### config.mk
export PLATFORM = sky130hd
export DESIGN_NAME = four_12_12_st1_ctrl
export DESIGN_NICKNAME = d
export VERILOG_FILES = /design/src/rtl/four_12_12_st1_ctrl_pkg.sv /design/src/rtl/four_12_12_st1_ctrl_skid.sv /design/src/rtl/four_12_12_st1_ctrl.sv
export SDC_FILE = /design/constraint.sdc
export NUM_CORES = 2
export LEC_CHECK = 0
export BUFFER_PORTS_ARGS = -buffer_cell sky130_fd_sc_hd__buf_4
export CORE_AREA = 2 2 703 705
export DETAILED_ROUTE_END_ITERATION = 16
export DIE_AREA = 0 0 705 707
export PLACE_DENSITY = 0.3
export SLEW_MARGIN = 15
export SYNTH_ARGS = -nofsm -noshare
export SYNTH_HDL_FRONTEND = slang
export SYNTH_SLANG_ARGS = --single-unit
### constraint.sdc
create_clock -name clk -period 3.2 [get_ports clk]
set_clock_uncertainty 0.05 [all_clocks]
set_input_delay 0.32 -clock clk [delete_from_list [all_inputs] [get_ports clk]]
set_output_delay 0.32 -clock clk [all_outputs]
set_load 0.01 [all_outputs]
### src/rtl/four_12_12_st1_ctrl_pkg.sv
// rtl/four_12_12_st1_ctrl_pkg.sv - shared types and constants for the stage-1 memory sequencer
package four_12_12_st1_ctrl_pkg;

  localparam int ST1_TAP_W  = 384;
  localparam int ST1_WORD_W = 32;

  typedef struct packed {
    logic       rd_en;
    logic       wr_en;
    logic [4:0] addr;
  } tap_int_384_5;

  typedef struct packed {
    logic       rd_en;
    logic       wr_en;
    logic [3:0] addr;
  } bias_int_32_4;

  typedef struct packed {
    logic       rd_en;
    logic       wr_en;
    logic [8:0] addr;
  } data_int_32_9;

  typedef enum logic [1:0] {
    SEL_TAP  = 2'd0,
    SEL_BIAS = 2'd1,
    SEL_DATA = 2'd2
  } host_sel_e;

  typedef enum logic [1:0] {
    ST_IDLE  = 2'd0,
    ST_DATA  = 2'd1,
    ST_COEF  = 2'd2,
    ST_DRAIN = 2'd3
  } st1_state_e;

  // One buffered beat: word carries the data word or the bias, tap is only used by coef beats.
  typedef struct packed {
    logic                  kind;
    logic [ST1_WORD_W-1:0] word;
    logic [ST1_TAP_W-1:0]  tap;
  } st1_beat_t;

endpackage

### src/rtl/four_12_12_st1_ctrl_skid.sv
// rtl/four_12_12_st1_ctrl_skid.sv - 2-entry output buffer with read-in-flight credit
// Read data bypasses straight to the port when the buffer is empty and the MAC is ready.
module four_12_12_st1_ctrl_skid
  import four_12_12_st1_ctrl_pkg::*;
(
  input  logic                  clk,
  input  logic                  reset,
  input  logic                  rd_issue,
  input  logic                  rd_kind,
  input  logic [ST1_WORD_W-1:0] data_rd,
  input  logic [ST1_WORD_W-1:0] bias_rd,
  input  logic [ST1_TAP_W-1:0]  tap_rd,
  output logic                  credit_ok,
  output logic                  empty,
  output logic                  out_valid,
  input  logic                  out_ready,
  output logic                  out_kind,
  output logic [ST1_WORD_W-1:0] out_data,
  output logic [ST1_TAP_W-1:0]  out_tap,
  output logic [ST1_WORD_W-1:0] out_bias
);

  logic      inflight_q, inflight_d;
  logic      kind_q, kind_d;
  logic [1:0] occ_q, occ_d;
  logic      wr_ptr_q, wr_ptr_d;
  logic      rd_ptr_q, rd_ptr_d;
  st1_beat_t ent_q [2];
  st1_beat_t ent_d [2];
  st1_beat_t in_beat;
  st1_beat_t head;
  logic      pop;
  logic      pop_stored;
  logic      push;

  always_comb begin
    in_beat.kind = kind_q;
    in_beat.word = kind_q ? bias_rd : data_rd;
    in_beat.tap  = kind_q ? tap_rd : '0;
    head         = (occ_q != 2'd0) ? ent_q[rd_ptr_q] : in_beat;

    out_valid  = (occ_q != 2'd0) || inflight_q;
    pop        = out_valid && out_ready;
    pop_stored = pop && (occ_q != 2'd0);
    // Arriving data is stored unless it leaves through the bypass this very cycle.
    push       = inflight_q && ((occ_q != 2'd0) || !out_ready);

    occ_d = occ_q;
    if (push) occ_d = occ_d + 2'd1;
    if (pop_stored) occ_d = occ_d - 2'd1;
    wr_ptr_d = wr_ptr_q ^ push;
    rd_ptr_d = rd_ptr_q ^ pop_stored;
    ent_d    = ent_q;
    if (push) ent_d[wr_ptr_q] = in_beat;

    inflight_d = rd_issue;
    kind_d     = rd_kind;

    credit_ok = ({1'b0, occ_q} + {2'b00, inflight_q}) < 3'd2;
    empty     = (occ_q == 2'd0) && !inflight_q;

    out_kind = out_valid && head.kind;
    out_data = (out_valid && !head.kind) ? head.word : '0;
    out_bias = (out_valid && head.kind) ? head.word : '0;
    out_tap  = (out_valid && head.kind) ? head.tap : '0;
  end

  always_ff @(posedge clk or negedge reset) begin
    if (!reset) begin
      inflight_q <= 1'b0;
      kind_q     <= 1'b0;
      occ_q      <= 2'd0;
      wr_ptr_q   <= 1'b0;
      rd_ptr_q   <= 1'b0;
      ent_q      <= '{default: '0};
    end else begin
      inflight_q <= inflight_d;
      kind_q     <= kind_d;
      occ_q      <= occ_d;
      wr_ptr_q   <= wr_ptr_d;
      rd_ptr_q   <= rd_ptr_d;
      ent_q      <= ent_d;
    end
  end

endmodule

### src/rtl/four_12_12_st1_ctrl.sv
// rtl/four_12_12_st1_ctrl.sv - stage-1 job sequencer and host/sequencer memory port arbiter
// Optional stall counter: FOUR_12_12_ST1_CTRL_PERF_EN.
module four_12_12_st1_ctrl
  import four_12_12_st1_ctrl_pkg::*;
#(
  parameter int NUM_OUT = 12,
  parameter int NUM_IN  = 12
) (
  input  logic                  clk,
  input  logic                  reset,
  input  logic                  start,
  input  logic [8:0]            base_addr,
  output logic                  busy,
  output logic                  done,
  input  logic                  host_valid,
  output logic                  host_ready,
  input  logic [1:0]            host_sel,
  input  logic [8:0]            host_addr,
  input  logic [ST1_TAP_W-1:0]  host_data,
  output tap_int_384_5          tap_int,
  output bias_int_32_4          bias_int,
  output data_int_32_9          data_int,
  output logic [ST1_TAP_W-1:0]  tap_int_wr_data,
  output logic [ST1_WORD_W-1:0] bias_int_wr_data,
  output logic [ST1_WORD_W-1:0] data_int_wr_data,
  input  logic [ST1_TAP_W-1:0]  tap_int_rd_data,
  input  logic [ST1_WORD_W-1:0] bias_int_rd_data,
  input  logic [ST1_WORD_W-1:0] data_int_rd_data,
  output logic                  out_valid,
  input  logic                  out_ready,
  output logic                  out_kind,
  output logic [ST1_WORD_W-1:0] out_data,
  output logic [ST1_TAP_W-1:0]  out_tap,
  output logic [ST1_WORD_W-1:0] out_bias,
  output logic [15:0]           stall_cnt
);

  localparam int CNT_W = $clog2((NUM_IN > NUM_OUT) ? NUM_IN : NUM_OUT);
  localparam logic [CNT_W-1:0] LAST_IN  = CNT_W'(NUM_IN - 1);
  localparam logic [CNT_W-1:0] LAST_OUT = CNT_W'(NUM_OUT - 1);

  st1_state_e       state_q, state_d;
  logic [CNT_W-1:0] cnt_q, cnt_d;
  logic [8:0]       base_q, base_d;
  logic             seq_rd;
  logic             data_rd;
  logic             coef_rd;
  logic             credit_ok;
  logic             empty;
  logic             host_fire;

  always_comb begin
    state_d = state_q;
    cnt_d   = cnt_q;
    base_d  = base_q;
    seq_rd  = 1'b0;
    done    = 1'b0;
    case (state_q)
      ST_IDLE: begin
        if (start) begin
          base_d  = base_addr;
          cnt_d   = '0;
          state_d = ST_DATA;
        end
      end
      ST_DATA: begin
        if (credit_ok) begin
          seq_rd = 1'b1;
          if (cnt_q == LAST_IN) begin
            cnt_d   = '0;
            state_d = ST_COEF;
          end else begin
            cnt_d = cnt_q + 1'b1;
          end
        end
      end
      ST_COEF: begin
        if (credit_ok) begin
          seq_rd = 1'b1;
          if (cnt_q == LAST_OUT) begin
            cnt_d   = '0;
            state_d = ST_DRAIN;
          end else begin
            cnt_d = cnt_q + 1'b1;
          end
        end
      end
      ST_DRAIN: begin
        if (empty) begin
          done    = 1'b1;
          state_d = ST_IDLE;
        end
      end
      default: state_d = ST_IDLE;
    endcase
  end

  assign busy    = (state_q != ST_IDLE);
  assign data_rd = seq_rd && (state_q == ST_DATA);
  assign coef_rd = seq_rd && (state_q == ST_COEF);

  // Sequencer reads always win; the host only gets the port its target memory leaves idle.
  always_comb begin
    case (host_sel)
      SEL_TAP:  host_ready = !coef_rd;
      SEL_BIAS: host_ready = !coef_rd;
      SEL_DATA: host_ready = !data_rd;
      default:  host_ready = 1'b1;
    endcase
    host_ready = host_ready && reset;
    host_fire  = host_valid && host_ready;
  end

  always_comb begin
    tap_int          = '0;
    bias_int         = '0;
    data_int         = '0;
    tap_int_wr_data  = '0;
    bias_int_wr_data = '0;
    data_int_wr_data = '0;
    if (coef_rd) begin
      tap_int.rd_en  = 1'b1;
      tap_int.addr   = 5'(cnt_q);
      bias_int.rd_en = 1'b1;
      bias_int.addr  = 4'(cnt_q);
    end else if (host_fire && host_sel == SEL_TAP) begin
      tap_int.wr_en   = 1'b1;
      tap_int.addr    = host_addr[4:0];
      tap_int_wr_data = host_data;
    end else if (host_fire && host_sel == SEL_BIAS) begin
      bias_int.wr_en   = 1'b1;
      bias_int.addr    = host_addr[3:0];
      bias_int_wr_data = host_data[ST1_WORD_W-1:0];
    end
    if (data_rd) begin
      data_int.rd_en = 1'b1;
      data_int.addr  = base_q + 9'(cnt_q);
    end else if (host_fire && host_sel == SEL_DATA) begin
      data_int.wr_en   = 1'b1;
      data_int.addr    = host_addr;
      data_int_wr_data = host_data[ST1_WORD_W-1:0];
    end
  end

  always_ff @(posedge clk or negedge reset) begin
    if (!reset) begin
      state_q <= ST_IDLE;
      cnt_q   <= '0;
      base_q  <= '0;
    end else begin
      state_q <= state_d;
      cnt_q   <= cnt_d;
      base_q  <= base_d;
    end
  end

  four_12_12_st1_ctrl_skid u_skid (
    .clk       (clk),
    .reset     (reset),
    .rd_issue  (seq_rd),
    .rd_kind   (coef_rd),
    .data_rd   (data_int_rd_data),
    .bias_rd   (bias_int_rd_data),
    .tap_rd    (tap_int_rd_data),
    .credit_ok (credit_ok),
    .empty     (empty),
    .out_valid (out_valid),
    .out_ready (out_ready),
    .out_kind  (out_kind),
    .out_data  (out_data),
    .out_tap   (out_tap),
    .out_bias  (out_bias)
  );

`ifdef FOUR_12_12_ST1_CTRL_PERF_EN
  logic [15:0] stall_cnt_q, stall_cnt_d;

  always_comb begin
    stall_cnt_d = stall_cnt_q;
    if (state_q == ST_IDLE && start) begin
      stall_cnt_d = '0;
    end else if (busy && out_valid && !out_ready && stall_cnt_q != 16'hFFFF) begin
      stall_cnt_d = stall_cnt_q + 16'd1;
    end
  end

  always_ff @(posedge clk or negedge reset) begin
    if (!reset) stall_cnt_q <= '0;
    else        stall_cnt_q <= stall_cnt_d;
  end

  assign stall_cnt = stall_cnt_q;
`else
  assign stall_cnt = '0;
`endif

endmodule

==> results.md <==
- Largest net degree at the start of global routing: around 120
- Clock buffer count from CTS: approximately 120
- Power share of the combinational group: 63.2%
- Clock buffer depth: 4
- Pwr dens: ~920 mW/mm^2
- Detailed placement HPWL: 362 mm
- Unrepaired setup endpoints after global routing: yes
- Count of cell types in the netlist: 43
- Max cap viols: 0
- First-pass GRT wire length: between 500 and 600 mm
- Lkg Pwr: 40.2 nW
- Count of state elements after synthesis: 855
- Routed wire length: around 480 mm
- Final Setup Violations: 622
- Initial Utilization: 10.0%
- Total Routing Usage GR: between 10% and 20%
- Most common cell after layout, fill and taps aside: buf_4
- Number of iterations in the first detailed-routing pass: 6
- Syn-to-layout area delta: 100%
- Mapped cell area: 0.0492 mm^2
- Hold WC Path Type: input port to register
- Final Hold Viols: 0
- Slew @ Worst Pin: 0.974 ns
- Number of synthesized flops with an enable pin: 0
- Adder-Cell Fraction of Synth Area: 0.372%
- Violated checks: setup timing
- Sequential share of power: between 20% and 30%
- Vias in the first global route: 55764
- Arr. time, crit path: roughly 3.1 ns
- GRT overflow: 0
- Net Sw Frac: 45.1%
- Setup_tns: -59.27 ns
- Switching power total: 40.7 mW
- Max-slew violation count: 0
- Die width: 705 um
- Fin cells: 15748
- Multiplexer share of the synthesized area: 9.58%
- Residual DRC count: 0
- 1st-iter DRT viols: 4668
- Layout cells sized above 1: 42.1%
- Placed cells: between 10000 and 15000
- CTS root buffer: clkbuf_16
- Routed vias/inst: 3.66
- Synthesized instance count: 6199
- Prevailing post-synth register cell: dfrtp_1
- Antenna violations before repair: ~220
- Register area share after synthesis: 43.5%
- H-tree lvl count: 3
- Syn Area/Cell: ~7.9 um^2
- Int Pwr: 49.6 mW
- Clock transition at path regs: 0.07 ns
- Fmax: 287 MHz
- Worst Slack Setup Final: -0.287 ns
- Required time worst endpoint: 2.83 ns
- Period utilization: 109%
- Peak fanout along the critical path: 9
- Antenna Nets Post-Route: 0
- Compound-cell area share of the yosys netlist: 14.3%
- Post-Synth XOR/XNOR Area: 0.107%
- # clock sinks: 855
- Fin nets: 9574
- Vias: between 50000 and 60000
- Fin crit period: 3.49 ns
- Async SR Flop Fraction: 100%
- Die area: approximately 0.5 mm^2
- Relative max-transition margin: a little over a third
- CORE AREA: 0.492 mm^2
- CP Capture Type: output port
- CTS tree: done
- Core Rows: ~260
- Dpl ws: between 0.2 and 0.25 ns
- DR WL/cell: 30.4 um
- Largest family of logic cells by synthesized area: simple AND/OR/NAND/NOR gates
- Placer's final routability congestion estimate: 1.05
- Worst vdd ir: 581 uV
- Synth Warn #: 0
- CP Class: register to output port
- Status: complete, but fails checks
- I/O pins: 1798
- Most frequent cells in the layout: 1547 x buf_4, 850 x dfrtp_1, 796 x o21ai_0, 781 x inv_1, 771 x nand3_1
- Clock power frac: roughly 16%
- IO buf count: 1781
- Simple-Gate Fraction of Synth Area: 21.2%
- Die Y-Extent: roughly 710 um
- Latest clock arrival within the worst-skew pair: 0.84 ns
- Startpoint types: register
synth_stat cells, types with 2 or more instances:
library cell  count  area, um^2
a211o_1           2        17.5
a211oi_1          2        15.0
a21o_1            4        30.0
a21oi_1          70         350
a22o_1           10        87.6
a31oi_1         386        2410
a32oi_1           3        26.3
and2_1          451        2820
buf_1            26        97.6
buf_2           100         500
buf_4            20         150
clkbuf_1        433        1630
dfrtp_1         855       21400
ha_1             13         163
inv_1           786        2950
mux2_2           46         518
mux2i_1         419        4190
nand2_1          53         199
nand2b_1          4        25.0
nand3_1         771        3860
nand3b_1          2        15.0
nand4_1           4        25.0
nor2_1          903        3390
nor2b_1           3        18.8
o21ai_0         810        4050
o22ai_1           2        12.5
xnor2_1           5        43.8
state kept, by name, summed over array words and instances, names as in the netlist:
name	flops
u_skid.wr_ptr_q	1
state_q	2
u_skid.kind_q	1
cnt_q	4
u_skid.ent_q	834
u_skid.occ_q	2
base_q	9
u_skid.rd_ptr_q	1
u_skid.inflight_q	1
kinds of logic (layout without fill, tap and decap cells):
group	Yosys count	count (layout)
flops	855	855
xor+xnor	6	6
compound gates	1294	1295
other cells	1	468
mux	465	465
buf+inv	1365	3946
fa+ha+maj	14	14
simple gates	2199	2199
stage by stage:
| step | total power [mW] | utilization (%) | instance area (um^2) | hold slack (ns) |
|---|---|---|---|---|
| 2_1_floorplan | 36.4 | - | 49200 | -0.0256 |
| 3_3_place_gp | 53.5 | 14.6 | 71700 | 0.395 |
| 3_5_place_dp | 53.2 | 14.6 | 71700 | 0.396 |
| 4_1_cts | 85.0 | 18.6 | 91300 | 0.0828 |
| 5_1_grt | 95.6 | 20.0 | 98200 | 0.153 |
| 6_report | 90.3 | 20.0 | 98500 | 0.202 |
layer usage:
layer / track usage, % / share of wire (%)
met1: 25.4 / 48
met2: 22.9 / 38
met3: 10.4 / 13
met4: 2.02 / 1.2
met5: 3.25 / 0.28
power by group through the flow:
stage | combinational, mW | sequential (mW) | clock [mW]
after floorplan | 18.3 | 18.1 | 0
after global placement | 34.4 | 19.1 | 0
after detailed placement | 34.2 | 19.0 | 0
after CTS | 51.2 | 19.0 | 14.7
after global routing | 60.7 | 19.8 | 15.1
final | 57.1 | 19.1 | 14.1
repair_timing:
item / in CTS / in global routing
gates cloned: 120 / 79
buffers inserted: 153 / 112
setup endpoints to repair: 921 / 1530
hold buffers: 464 / 1
hold endpoints to repair: 975 / 43
gates resized for setup: 1492 / 1130
pin swaps: 310 / 250
path summary, 6_finish.rpt:
kind / startpoint / to / depth (start not counted) / slack (ns)
max reg2reg: u_skid.occ_q[0] / u_skid.ent_q[426] / 14 / 0.19
min reg2reg: u_skid.ent_q[833] / u_skid.ent_q[833] / 1 / 0.46
max in group asynchronous: reset / u_skid.ent_q[219] / 6 / 1.05
min: tap_int_rd_data[144] / u_skid.ent_q[561] / 4 / 0.20
min in group asynchronous: reset / u_skid.ent_q[822] / 3 / 0.26
max: state_q[1] / tap_int_wr_data[264] / 12 / -0.29
critical path, stage by stage (launching register included):
cell     delay, ns
dfrtp_1       0.42
inv_2         0.10
ha_4          0.20
and3_4        0.16
nor4_4        0.21
buf_6         0.15
buf_12        0.15
buf_16        0.17
buf_16        0.17
buf_6         0.10
and2_4        0.14
buf_12        0.17
buf_12        0.12
area by class of cell:
| cell class | count | area (um^2) |
|---|---|---|
| timing repair buffer | 2946 | 31800 |
| tap | 6500 | 8130 |
| multi-input combinational | 3995 | 29000 |
| sequential | 855 | 21400 |
| fill | 54649 | 393000 |
| antenna | 452 | 1130 |
| inverter | 786 | 2950 |
| clock inverter | 33 | 469 |
| clock buffer | 181 | 3540 |
Power figures use the tool's default switching activity.
